## src/rtl/bcd_down_counter_pkg.sv

```systemverilog
// bcd_down_counter_pkg: shared state encoding, BCD constants and digit sanitiser.
package bcd_down_counter_pkg;
  typedef enum logic [1:0] {
    IDLE    = 2'd0,
    RUN     = 2'd1,
    EXPIRED = 2'd2
  } state_t;
  localparam logic [3:0] BCD_MAX = 4'd9;
  localparam logic [3:0] BCD_ZERO = 4'd0;
  function automatic logic [3:0] bcd_sanitise(input logic [3:0] d);
    return (d > BCD_MAX) ? BCD_MAX : d;
  endfunction
endpackage

```

## src/rtl/bcd_down_counter_if.sv

```systemverilog
// bcd_down_counter_if: control and count signals of the BCD countdown timer.
interface bcd_down_counter_if #(parameter int DIGITS = 2);
  logic                  load;
  logic                  enable;
  logic [4*DIGITS-1:0]   load_value;
  logic [4*DIGITS-1:0]   number;
  logic                  zero;
  logic                  done;
  logic                  busy;
  modport master (output load, enable, load_value, input number, zero, done, busy);
  modport slave (input load, enable, load_value, output number, zero, done, busy);
endinterface

```

## src/rtl/bcd_down_counter_digit_down.sv

```systemverilog
// bcd_digit_down: one BCD digit register that loads a sanitised value or borrows down.
module bcd_digit_down
  import bcd_down_counter_pkg::*;
(
  input  logic       clk,
  input  logic       clear,
  input  logic       load,
  input  logic [3:0] load_digit,
  input  logic       borrow_in,
  output logic [3:0] digit,
  output logic       borrow_out
);
  always_ff @(posedge clk or negedge clear)
    if (!clear) digit <= BCD_ZERO;
    else if (load) digit <= bcd_sanitise(load_digit);
    else if (borrow_in) digit <= (digit == BCD_ZERO) ? BCD_MAX : digit - 4'd1;
  assign borrow_out = borrow_in & (digit == BCD_ZERO);
endmodule

```

## src/rtl/bcd_down_counter.sv

```systemverilog
// bcd_down_counter: multi-digit BCD countdown timer with one-cycle expiry pulse.
module bcd_down_counter
  import bcd_down_counter_pkg::*;
#(
  parameter int DIGITS = 2
) (
  input  logic               clk,
  input  logic               clear,
  bcd_down_counter_if.slave  bus
);
  localparam int W = 4 * DIGITS;
  localparam logic [W-1:0] ONE = W'(1);
  state_t             state, state_next;
  logic [W-1:0]       num;
  logic [DIGITS-1:0]  borrow;
  logic               borrow_unused;
  assign borrow[0] = (state == RUN) && bus.enable && !bus.load;
  for (genvar i = 0; i < DIGITS; i++) begin : g_digit
    if (i < DIGITS - 1) begin : g_mid
      bcd_digit_down u_digit (
        .clk        (clk),
        .clear      (clear),
        .load       (bus.load),
        .load_digit (bus.load_value[4*i +: 4]),
        .borrow_in  (borrow[i]),
        .digit      (num[4*i +: 4]),
        .borrow_out (borrow[i+1])
      );
    end else begin : g_top
      bcd_digit_down u_digit (
        .clk        (clk),
        .clear      (clear),
        .load       (bus.load),
        .load_digit (bus.load_value[4*i +: 4]),
        .borrow_in  (borrow[i]),
        .digit      (num[4*i +: 4]),
        .borrow_out (borrow_unused)
      );
    end
  end
  always_ff @(posedge clk or negedge clear)
    if (!clear) state <= IDLE;
    else state <= state_next;
  // Clamping nibbles to 9 never changes zero-ness, so the raw load value decides RUN vs IDLE.
  always_comb begin
    state_next = IDLE;
    if (bus.load) state_next = (|bus.load_value) ? RUN : IDLE;
    else if (state == RUN) state_next = (bus.enable && num == ONE) ? EXPIRED : RUN;
  end
  assign bus.number = num;
  assign bus.zero   = (num == '0);
  assign bus.done   = (state == EXPIRED);
  assign bus.busy   = (state == RUN);
endmodule
```

## src/flat_wrapper.sv

```systemverilog
// flat-port wrapper written by rule: the top's interface ports become plain ports
module bcd_down_counter_flat import bcd_down_counter_pkg::*;
#(
  parameter int DIGITS = 2
)
  (clk, clear, bus_load, bus_enable, bus_load_value, bus_number, bus_zero, bus_done, bus_busy);
  bcd_down_counter_if #(.DIGITS(DIGITS)) bus_i ();
  input  logic clk;
  input  logic clear;
  input wire logic [$bits(bus_i.load)-1:0] bus_load;
  input wire logic [$bits(bus_i.enable)-1:0] bus_enable;
  input wire logic [$bits(bus_i.load_value)-1:0] bus_load_value;
  output wire logic [$bits(bus_i.number)-1:0] bus_number;
  output wire logic [$bits(bus_i.zero)-1:0] bus_zero;
  output wire logic [$bits(bus_i.done)-1:0] bus_done;
  output wire logic [$bits(bus_i.busy)-1:0] bus_busy;
  assign bus_i.load = bus_load;
  assign bus_i.enable = bus_enable;
  assign bus_i.load_value = bus_load_value;
  assign bus_number = bus_i.number;
  assign bus_zero = bus_i.zero;
  assign bus_done = bus_i.done;
  assign bus_busy = bus_i.busy;
  bcd_down_counter #(.DIGITS(DIGITS)) u_core (.clk(clk), .clear(clear), .bus(bus_i));
endmodule
```

## config.mk

```make
export PLATFORM = sky130hd
export DESIGN_NAME = bcd_down_counter_flat
export DESIGN_NICKNAME = d
export VERILOG_FILES = /design/src/rtl/bcd_down_counter_pkg.sv /design/src/rtl/bcd_down_counter_if.sv /design/src/rtl/bcd_down_counter_digit_down.sv /design/src/rtl/bcd_down_counter.sv /design/src/flat_wrapper.sv
export SDC_FILE = /design/constraint.sdc
export NUM_CORES = 1
export LEC_CHECK = 0
export BUFFER_PORTS_ARGS = -buffer_cell sky130_fd_sc_hd__buf_2
export CORE_AREA = 5 5 42 44
export CTS_CLUSTER_DIAMETER = 150
export DETAILED_ROUTE_END_ITERATION = 16
export DIE_AREA = 0 0 47 49
export PLACE_DENSITY = 0.74
export SYNTH_ARGS = -nofsm -noshare
export SYNTH_HDL_FRONTEND = slang
export SYNTH_SLANG_ARGS = --single-unit
```

## constraint.sdc

```tcl
create_clock -name clk -period 3 [get_ports clk]
set_input_delay 0.3 -clock clk [delete_from_list [all_inputs] [get_ports clk]]
set_output_delay 0.3 -clock clk [all_outputs]
set_load 0.05 [all_outputs]
```

==> impl_results.md, run 1 <==
* Core Rows at 14
* Slew @ Worst Pin at 494 ps
* Setup slack after layout at 1000 ps
* Post-synthesis net count at 82
* Boundary Pins at 23
* Layout Cells excl Fill at 110
* GPL Wtd Cong at 0.867
* Clock Tree Root: clkbuf_4
* CTS tree: built
* DRC at 0
* DR iter-0 viols at 15
* Total Power at 411 uW
* Sequential-to-total area share from yosys stat at 0.407
* PortBufs at 22
* Placed cell area at 733 sq um
* Ys async rst share at 1.00
* DP Cell Count at 105
* Die ar. at 0.00230 sq mm
* Global-route wire length before repair at 2570 microns
* H-tree levels at 1
* Ratio of cells with drive above 1 in the final layout at 0.330
* Clk network pwr share at 0.297
* Mapped Area at 616 sq um
* Metal3 WL at 94 microns
* Cts repair resizes at 0
* Post-DR vias/cell at 6.04
* Clk_lat worst skew at 270 ps
* Switching Share at 0.374
* Internal power at 257 uW
* Worst setup SP type: register
* CTS Sinks at 10
* Drt first pass iters at 4
* Antenna viol nets, final at 0
* Final hold violation count at 0
* Critical path endpoint category: output pin
* M1 WL at 671 microns
* Leakage power at 0.000331 uW
* Inserted Diodes at 0
* Maximum VDD drop at 261 uV
* Aggregate routed wire length at 1650 microns
* Max clock buf depth at 2
* Slowest cell on the critical path: nor4_1
* PD cells at 527 mW/mm^2
* FMAX at 500 MHz
* EDFF count, synth at 0
* RSZ-0062 raised after global routing: false
* Maxcap violations at 0
* Die Ht at 49 microns
* Uppermost layer routed: met4
* Power share of the combinational group at 0.294
* Area of the core at 0.00140 sq mm
* DP HPWL at 1250 microns
* Part of the power in registers at 0.410
* Minimum clock period at 2000 ps
* Fillers at 134
* Critical path type: reg2out
* Vias in the first global route at 589
* Die Width at 47 microns
* WL/cell at 15.0 microns
* Synth Register Bits at 10
* Initial core utilization at 0.439
* Hold-fix buffers at CTS at 1
* Crit path DAT at 1700 ps
* CP Max Fanout at 8
* Netlist cell types at 29
* Top_reg_cell synth: dfrtp_1
* Tcrit/Tclk final at 0.667
* Clock-pin slew of the registers on the worst-case setup and hold paths at 70 ps
* YS warnings at 0
* Clock skew at 3.28 ps
* CP max stage delay at 490 ps
* Switching pwr at 154 uW
* Via count at 664
* Antenna violations before repair at 0
* Setup TNS at 0 ps
* Worst Path Required at 2700 ps
* Post-Place Setup Slack at 1080 ps
* Final setup fails at 0
* Avg Cell Area, Syn at 8.79 sq um
* Slew headroom at 0.667
* Layout net count at 107
* Number of buffers created by CTS at 3
* GRT Residual Overflow at 0
* HP Class: in2reg
* Slew Viols, Final at 0
* Critical path, cell by cell: nor4_1 -> and3_1 -> buf_2
* Fin area at 779 sq um
* Total track usage at 0.156
* Post-Syn Instances at 70
* Metal2 WL at 810 microns
* Area Overhead vs Synth at 26.6%
* Outcome: finished, final reports clean
* Largest net degree at the start of global routing at 14
* Setup Fix Bufs, Post-CTS at 0
[state kept, by name, indices dropped and copies added (netlist names)]
register and flops:
u_core.g_digit.g_top.u_digit.digit 4, u_core.state 2, u_core.g_digit.g_mid.u_digit.digit 4
[critical path: cells and delay by family, from the launching register on]
family,cells,cell delay (ps)
simple gates,2,720
flops,1,440
buf+inv,1,260
[through the flow]
stage	utilization	hold WS, ps
6_report	0.556	283
5_1_grt	0.556	293
4_1_cts	0.556	279
3_5_place_dp	0.523	178
3_3_place_gp	0.523	172
2_1_floorplan	-	4.41
[cells by family (layout without fill, tap and decap cells)]
kind of cell	count (synthesis)	in the layout	synth area share
AND/OR/NAND/NOR	34	34	0.339
AO/OA/AOI/OAI	21	21	0.222
flip-flops	10	10	0.407
buffers and inverters	5	29	0.0325
[worst paths after layout]
kind	startpoint	to	slack (ps)	cells after the start
min reg2reg	u_core.state[0]	u_core.state[1]	620	2
max	u_core.g_digit[1].g_top.u_digit.digit[0]	bus_zero	1000	3
min	bus_load_value[5]	u_core.g_digit[1].g_top.u_digit.digit[1]	280	3
max reg2reg	u_core.g_digit[0].g_mid.u_digit.digit[0]	u_core.g_digit[0].g_mid.u_digit.digit[2]	1040	3
max in group asynchronous	clear	u_core.g_digit[0].g_mid.u_digit.digit[2]	2390	2
min in group asynchronous	clear	u_core.g_digit[1].g_top.u_digit.digit[0]	410	2
[per-layer routing]
metal / global-route usage / vias up
li1: - / 328
met1: 0.179 / 310
met2: 0.233 / 18
met3: 0.0590 / 8
met4: 0.0968 / 0
met5: 0 / -
[cells in the mapped netlist (2+ instances only)]
cell | instances | share of area
a21oi_1 | 4 | 0.033
dfrtp_1 | 10 | 0.41
a22oi_1 | 2 | 0.024
nand4_1 | 2 | 0.020
nand2_1 | 3 | 0.018
or3_1 | 2 | 0.020
o31ai_1 | 2 | 0.024
inv_1 | 2 | 0.012
clkbuf_1 | 2 | 0.012
or3_2 | 2 | 0.024
o21ai_0 | 3 | 0.024
nand3_1 | 2 | 0.016
or4_1 | 2 | 0.024
nor3_1 | 4 | 0.033
a31oi_1 | 5 | 0.051
nor2b_1 | 4 | 0.041
nor2_1 | 3 | 0.018
o21a_1 | 2 | 0.024
nor4_1 | 4 | 0.041
[cell type report]
| cell class | count | area, sq um | share of cell area |
|---|---|---|---|
| clock buffers | 4 | 36.3 | 0.0465 |
| repair buffers | 23 | 120 | 0.154 |
| multi-input cells | 55 | 345 | 0.443 |
| inverters | 2 | 7.51 | 0.00963 |
| well taps | 16 | 20.0 | 0.0257 |
| flip-flops and latches | 10 | 250 | 0.321 |
[cells in the final DEF, fill, tap and decap left out]
cell           synthesis  layout
nand3b_1               1       1
a31o_2                 1       1
o21a_1                 2       2
nand2_1                3       3
nand3_1                2       2
or2_2                  1       1
nand4bb_1              1       1
a22oi_1                2       2
nor4_1                 4       4
dlygate4sd3_1          0       1
o31ai_1                2       2
nor2b_1                4       4
or3_2                  2       2
or3_1                  2       2
nor2_1                 3       3
o211ai_1               1       1
o21ai_0                3       3
nand4_1                2       2
and3_1                 1       1
buf_2                  0      22
clkbuf_8               0       1
or4_1                  2       2
nor4bb_1               1       1
o311ai_0               1       1
or4b_2                 1       1
nor3_1                 4       4
inv_1                  2       2
dfrtp_1               10      10
a31oi_1                5       5
clkbuf_4               0       3
a21oi_1                4       4
[power groups by stage]
stage	clock network, uW	registers, uW	logic (uW)
after global routing	133	171	130
final	122	168	121
after CTS	127	168	122
after global placement	0	170	120
after floorplan	0	210	42.7
after detailed placement	0	170	120
Note: power is estimated with default switching activity, not from simulation.
==> run 2, diff against run 1 <==
--- a/config.mk
+++ b/config.mk
@@ -6,11 +6,11 @@
 export NUM_CORES = 1
 export LEC_CHECK = 0
 export BUFFER_PORTS_ARGS = -buffer_cell sky130_fd_sc_hd__buf_2
-export CORE_AREA = 5 5 42 44
+export CORE_MARGIN = 5
+export CORE_UTILIZATION = 46
 export CTS_CLUSTER_DIAMETER = 150
 export DETAILED_ROUTE_END_ITERATION = 16
-export DIE_AREA = 0 0 47 49
-export PLACE_DENSITY = 0.74
+export PLACE_DENSITY = 0.73
 export SYNTH_ARGS = -nofsm -noshare
 export SYNTH_HDL_FRONTEND = slang
 export SYNTH_SLANG_ARGS = --single-unit
==> constraint.sdc (replaced) <==
create_clock -name clk -period 2 [get_ports clk]
set_input_delay 0.2 -clock clk [delete_from_list [all_inputs] [get_ports clk]]
set_output_delay 0.2 -clock clk [all_outputs]
set_load 0.05 [all_outputs]
==> run 2 against run 1 <==
Non-clock buffer count is 2 higher. Critical endpoint unchanged. Critical path depth is 1 higher. Sequential share of layout area stayed put. Flip-flop and latch count stayed put.
==> impl_results.md, run 2 (same netlist as run 1, synthesis figures left out) <==
* Leakage power at 0.000334 uW (+0.76%)
* Critical path type: reg2out
* DR iter-0 viols at 17 (+2)
* Initial core utilization at 0.479 (+0.0398)
* Drt first pass iters at 4 (unchanged)
* GPL Wtd Cong at 0.753 (-13%)
* Fillers at 128 (-4.5%)
* CTS tree: built
* Maxcap violations at 0 (unchanged)
* Aggregate routed wire length at 1690 microns (+2.8%)
* Slew Viols, Final at 0 (unchanged)
* RSZ-0062 raised after global routing: false
* Final setup fails at 0 (unchanged)
* Clk_lat worst skew at 270 ps (about the same)
* H-tree levels at 1 (unchanged)
* Post-DR vias/cell at 6.07 (+0.60%)
* Footprint of the multi-input gates at 345 sq um (unchanged)
* Die Width at 46.6 microns (-0.89%)
* Outcome: finished, final reports clean
* WL/cell at 15.4 microns (+2.8%)
* Uppermost layer routed: met4
* FMAX at 570 MHz
* Global-route wire length before repair at 2720 microns (+5.6%)
* Clock skew at 2.58 ps (-0.699 ps)
* PortBufs at 22 (unchanged)
* Commonest non-fill, non-tap cells in the layout: buf_2, dfrtp_1, a31oi_1
* Number of buffers created by CTS at 3 (unchanged)
* Final hold violation count at 0 (unchanged)
* Setup TNS at 0 ps (unchanged)
* Top flop regs: u_core.g_digit.g_mid.u_digit.digit x4, u_core.g_digit.g_top.u_digit.digit x4, u_core.state x2
* Minimum clock period at 1760 ps
* GRT Residual Overflow at 0 (unchanged)
* CP Max Fanout at 8 (unchanged)
* Die ar. at 0.00217 sq mm (-5.8%)
* Antenna violations before repair at 0 (unchanged)
* CTS Sinks at 10 (unchanged)
* Tcrit/Tclk final at 0.878
* Worst Path Required at 1800 ps (-900 ps)
* Total track usage at 0.180 (+0.0239)
* Inserted Diodes at 0 (unchanged)
* Worst R2R Path Depth at 3 (unchanged)
* Core Util, Final at 0.607 (+0.0504)
* FF+latch area at 250 sq um (unchanged)
* Area Overhead vs Synth at 26.6% (unchanged)
* WHS Path Cells at 3 (unchanged)
* Maximum VDD drop at 430 uV (+65%)
* Metal3 WL at 161 microns (+71%)
* Commonest non-fill, non-tap cell in the layout: buf_2
* DP HPWL at 1270 microns (+1.4%)
* M1 WL at 725 microns (+8.0%)
* Clock Tree Root: clkbuf_4
* Metal2 WL at 775 microns (-4.3%)
* PD cells at 742 mW/mm^2 (+41%)
* Antenna viol nets, final at 0 (unchanged)
* Critical path endpoint category: output pin
* Via count at 668 (+0.60%)
* Clock-pin slew of the registers on the worst-case setup and hold paths at 60 ps (about the same)
* Layout net count at 109 (+1.9%)
* Boundary Pins at 23 (unchanged)
* DRC at 0 (unchanged)
* HP Class: in2reg
* Vias in the first global route at 618 (+4.9%)
* Die Ht at 46.6 microns (-4.9%)
* Core Rows at 13 (-1)
* Worst setup SP type: register
* Area of the core at 0.00128 sq mm (-8.3%)
* Max clock buf depth at 2 (unchanged)
* Slew headroom at 0.707 (+0.0390)
* Largest net degree at the start of global routing at 13 (-1)
* Crit path DAT at 1560 ps (-140 ps)
* Cts repair resizes at 0 (unchanged)
* Slew @ Worst Pin at 437 ps (-57.3 ps)
* Ratio of cells with drive above 1 in the final layout at 0.337 (+0.00705)
-- run 2: cell types whose count changed in the layout (fill, tap and decap cells not counted), sizes merged --
cell | previous run | this run
buf | 22 | 24
clkbuf | 4 | 3
-- run 2: layout make-up --
class,instances,area share
clock buffers,3,0.0289
inverters,2,0.00963
well taps,15,0.0241
repair buffers,25,0.173
multi-input cells,55,0.443
flip-flops and latches,10,0.321
-- run 2: metal layers --
metal | vias up | GRT usage
met1 | 307 | 0.231
met4 | 0 | 0.0966
met3 | 4 | 0.0391
met2 | 29 | 0.277
met5 | - | 0
li1 | 328 | -
-- run 2: stage by stage --
| step | setup slack, ps | area [sq um] | hold WS [ps] | power, uW | instances |
|---|---|---|---|---|---|
| floorplan | 154 | 616 | -95.6 | 379 | 70 |
| global placement | 386 | 747 | 72.4 | 438 | 106 |
| detailed placement | 334 | 747 | 74.1 | 440 | 106 |
| CTS | 243 | 779 | 209 | 574 | 110 |
| global route | 170 | 779 | 223 | 610 | 110 |
| finish | 244 | 779 | 196 | 578 | 110 |
-- run 2: critical path, cell delays in order (launching register included) --
cell	delay, ps
dfrtp_1	450
nor4_1	280
buf_4	170
and3_1	130
buf_2	250
-- run 2: worst paths after layout --
check	start	endpoint	slack (ps)
max in group asynchronous	clear	u_core.g_digit[0].g_mid.u_digit.digit[3]	1490
min in group asynchronous	clear	u_core.g_digit[1].g_top.u_digit.digit[0]	320
setup reg to reg	u_core.g_digit[0].g_mid.u_digit.digit[1]	u_core.g_digit[1].g_top.u_digit.digit[3]	320
hold / removal	bus_load_value[5]	u_core.g_digit[1].g_top.u_digit.digit[1]	200
setup / recovery	u_core.g_digit[1].g_top.u_digit.digit[0]	bus_zero	240
hold reg to reg	u_core.g_digit[0].g_mid.u_digit.digit[0]	u_core.state[1]	610
-- run 2: repair_timing --
| item | CTS | global route |
|---|---|---|
| endpoints found under the hold margin | 10 | 0 |
| hold buffers | 1 | 0 |
| buffers inserted | 0 | 0 |
-- run 2: where the power goes --
group | internal [uW] | total, uW | leakage, uW | switching (uW)
Combinational | 56.2 | 185 | 0.000203 | 129
Sequential | 222 | 253 | 0.000118 | 31.4
Clock | 69.7 | 140 | 0.0000138 | 70.8
==> run 3, diff against run 2 <==
--- a/config.mk
+++ b/config.mk
@@ -6,11 +6,12 @@
 export NUM_CORES = 1
 export LEC_CHECK = 0
 export BUFFER_PORTS_ARGS = -buffer_cell sky130_fd_sc_hd__buf_2
-export CORE_MARGIN = 5
-export CORE_UTILIZATION = 46
+export CORE_AREA = 5 5 42 44
+export CTS_BUF_LIST = sky130_fd_sc_hd__clkbuf_8
 export CTS_CLUSTER_DIAMETER = 150
 export DETAILED_ROUTE_END_ITERATION = 16
-export PLACE_DENSITY = 0.73
+export DIE_AREA = 0 0 47 49
+export PLACE_DENSITY = 0.74
 export SYNTH_ARGS = -nofsm -noshare
 export SYNTH_HDL_FRONTEND = slang
 export SYNTH_SLANG_ARGS = --single-unit
==> run 3 against run 2 <==
Core utilization shrank 4.1 points. Clock power grew 47%. Flip-flop and latch count is the same. Worst hold slack gained 52 ps. Non-clock buffer count shrank 1. Critical endpoint unchanged. Largest cell class unchanged.
==> impl_results.md, run 3 (same netlist as run 1, synthesis figures left out) <==
* Crit path DAT at 1640 ps (+80 ps)
* Critical path type: reg2out
* DP Cell Count at 106 (unchanged)
* DRC at 0 (unchanged)
* Slew headroom at 0.670 (-0.0362)
* Clk network pwr share at 0.320 (+0.077)
* Total Power at 643 uW (+11%)
* Global-route wire length before repair at 2540 microns (-6.6%)
* Tcrit/Tclk final at 0.922 (+0.0437)
* Final setup fails at 0 (unchanged)
* Critical path, cell by cell: nor4_1 -> and3_1 -> buf_2
* CTS Sinks at 10 (unchanged)
* Critical path endpoint category: output pin
* WL/cell at 14.8 microns (-4.0%)
* Final hold violation count at 0 (unchanged)
* Maxcap violations at 0 (unchanged)
* Boundary Pins at 23 (unchanged)
* Antenna viol nets, final at 0 (unchanged)
* Clock-pin slew of the registers on the worst-case setup and hold paths at 50 ps (about the same)
* Inserted Diodes at 0 (unchanged)
* GPL Wtd Cong at 0.848 (+13%)
* H-tree levels at 1 (unchanged)
* Cts repair resizes at 0 (unchanged)
* Initial core utilization at 0.439 (-0.0398)
* M1 GR Usage at 0.201 (-0.0296)
* Slew @ Worst Pin at 490 ps (+53.2 ps)
* Footprint of the multi-input gates at 345 sq um (unchanged)
* Largest net degree at the start of global routing at 13 (unchanged)
* FMAX at 543 MHz (-4.7%)
* Core Rows at 14 (+1)
* GRT Residual Overflow at 0 (unchanged)
* FF+latch area at 250 sq um (unchanged)
* Drt first pass iters at 4 (unchanged)
* Area Overhead vs Synth at 28.7%
* Slew Viols, Final at 0 (unchanged)
* Clock Tree Root: clkbuf_8
* Commonest non-fill, non-tap cell in the layout: buf_2
* Outcome: finished, final reports clean
* Post-DR vias/cell at 5.95 (-1.9%)
* Top flop regs: u_core.g_digit.g_mid.u_digit.digit x4, u_core.g_digit.g_top.u_digit.digit x4, u_core.state x2
* Die ar. at 0.00230 sq mm (+6.1%)
* Part of the power in registers at 0.395 (-0.043)
* Die Ht at 49 microns (+5.2%)
* Max clock buf depth at 2 (unchanged)
* Switching Share at 0.364 (-0.0351)
* Maximum VDD drop at 513 uV (+20%)
* Switching pwr at 234 uW (+1.3%)
* Slowest cell on the critical path: nor4_1
* CP max stage delay at 490 ps (+40 ps)
* Minimum clock period at 1840 ps (+87.5 ps)
* DR iter-0 viols at 14 (-3)
* HP Class: in2reg
* Vias in the first global route at 611 (-1.1%)
* Met3 usage at 0.0369 (-0.00216)
* Clk_lat worst skew at 230 ps (-40 ps)
* Hold_ws at 248 ps (+52.0 ps)
* Busiest grt layer: met2
* Power share of the combinational group at 0.285 (-0.034)
* Area of the core at 0.00140 sq mm (+9.1%)
* Top Family by Delay on Critical Path: simple AND/OR/NAND/NOR gates
* Commonest non-fill, non-tap cells in the layout: buf_2, dfrtp_1, a31oi_1
* Leakage power at 0.000336 uW (+0.71%)
* Aggregate routed wire length at 1630 microns (-4.0%)
* Setup TNS at 0 ps (unchanged)
* CTS tree: built
* Total track usage at 0.149 (-0.0306)
* Die Width at 47 microns (+0.90%)
* GRT met2 Usage at 0.219 (-0.0580)
* Internal power at 409 uW (+18%)
* Ratio of cells with drive above 1 in the final layout at 0.330 (-0.00705)
* RSZ-0062 raised after global routing: false
* PD cells at 812 mW/mm^2 (+9.4%)
* Antenna violations before repair at 0 (unchanged)
* WP buf/inv at 1 (-1)
* CP Max Fanout at 8 (unchanged)
* PortBufs at 22 (unchanged)
* Worst setup SP type: register
* Clock skew at 2.23 ps (-0.349 ps)
* Fillers at 146 (+14%)
* Layout Cells excl Fill at 110 (unchanged)
* DP HPWL at 1230 microns (-2.7%)
* Worst Path Required at 1800 ps (about the same)
* Layout net count at 108 (-0.92%)
* Via count at 655 (-1.9%)
* Number of buffers created by CTS at 3 (unchanged)
-- run 3: changes by cell type in the layout (fill, tap and decap cells not counted), sizes merged --
cell / change
buf: -1
-- run 3: power by group through the flow --
stage	combinational, uW	clock [uW]	sequential, uW
after floorplan	64.1	0	315
after global placement	181	0	254
after detailed placement	181	0	256
after CTS	184	206	253
after global routing	197	214	258
final	183	206	254
-- run 3: per-layer routing --
layer / up-vias / routed length [microns]
met5: - / 0
met4: 0 / 40
met3: 6 / 95
met2: 24 / 748
met1: 297 / 741
li1: 328 / -
-- run 3: metrics by stage --
step / area, sq um / worst slack [ps] / utilization
after floorplan: 616 / 154 / -
after global placement: 741 / 397 / 0.529
after detailed placement: 741 / 328 / 0.529
after CTS: 792 / 165 / 0.565
after global routing: 792 / 88.7 / 0.565
final: 792 / 157 / 0.565
-- run 3: area by class of cell --
class / instances / area share
multi-input combinational: 55 / 0.436
sequential: 10 / 0.316
clock buffer: 3 / 0.0521
timing repair buffer: 24 / 0.161
tap: 16 / 0.0253
inverter: 2 / 0.00948
-- run 3: worst paths after layout --
kind	from	to	slack, ps	cells after the start
worst max register to register	u_core.g_digit[0].g_mid.u_digit.digit[1]	u_core.g_digit[1].g_top.u_digit.digit[1]	330	3
max in group asynchronous	clear	u_core.g_digit[0].g_mid.u_digit.digit[3]	1440	2
worst max-delay path	u_core.g_digit[1].g_top.u_digit.digit[0]	bus_zero	160	3
worst min register to register	u_core.state[0]	u_core.state[1]	620	2
worst min-delay path	bus_load_value[5]	u_core.g_digit[1].g_top.u_digit.digit[1]	250	3
min in group asynchronous	clear	u_core.g_digit[1].g_top.u_digit.digit[3]	360	2
-- run 3: timing repair --
| item | 4_1_cts | 5_1_grt |
|---|---|---|
| setup buffers | 0 | 0 |
| hold buffers | 1 | 0 |
| endpoints found under the hold margin | 10 | 0 |
-- run 3: worst register-to-register path: stages, from the launching register on --
cell	delay [ps]
dfrtp_1	440
or3_1	480
or4_1	490
o211ai_1	170
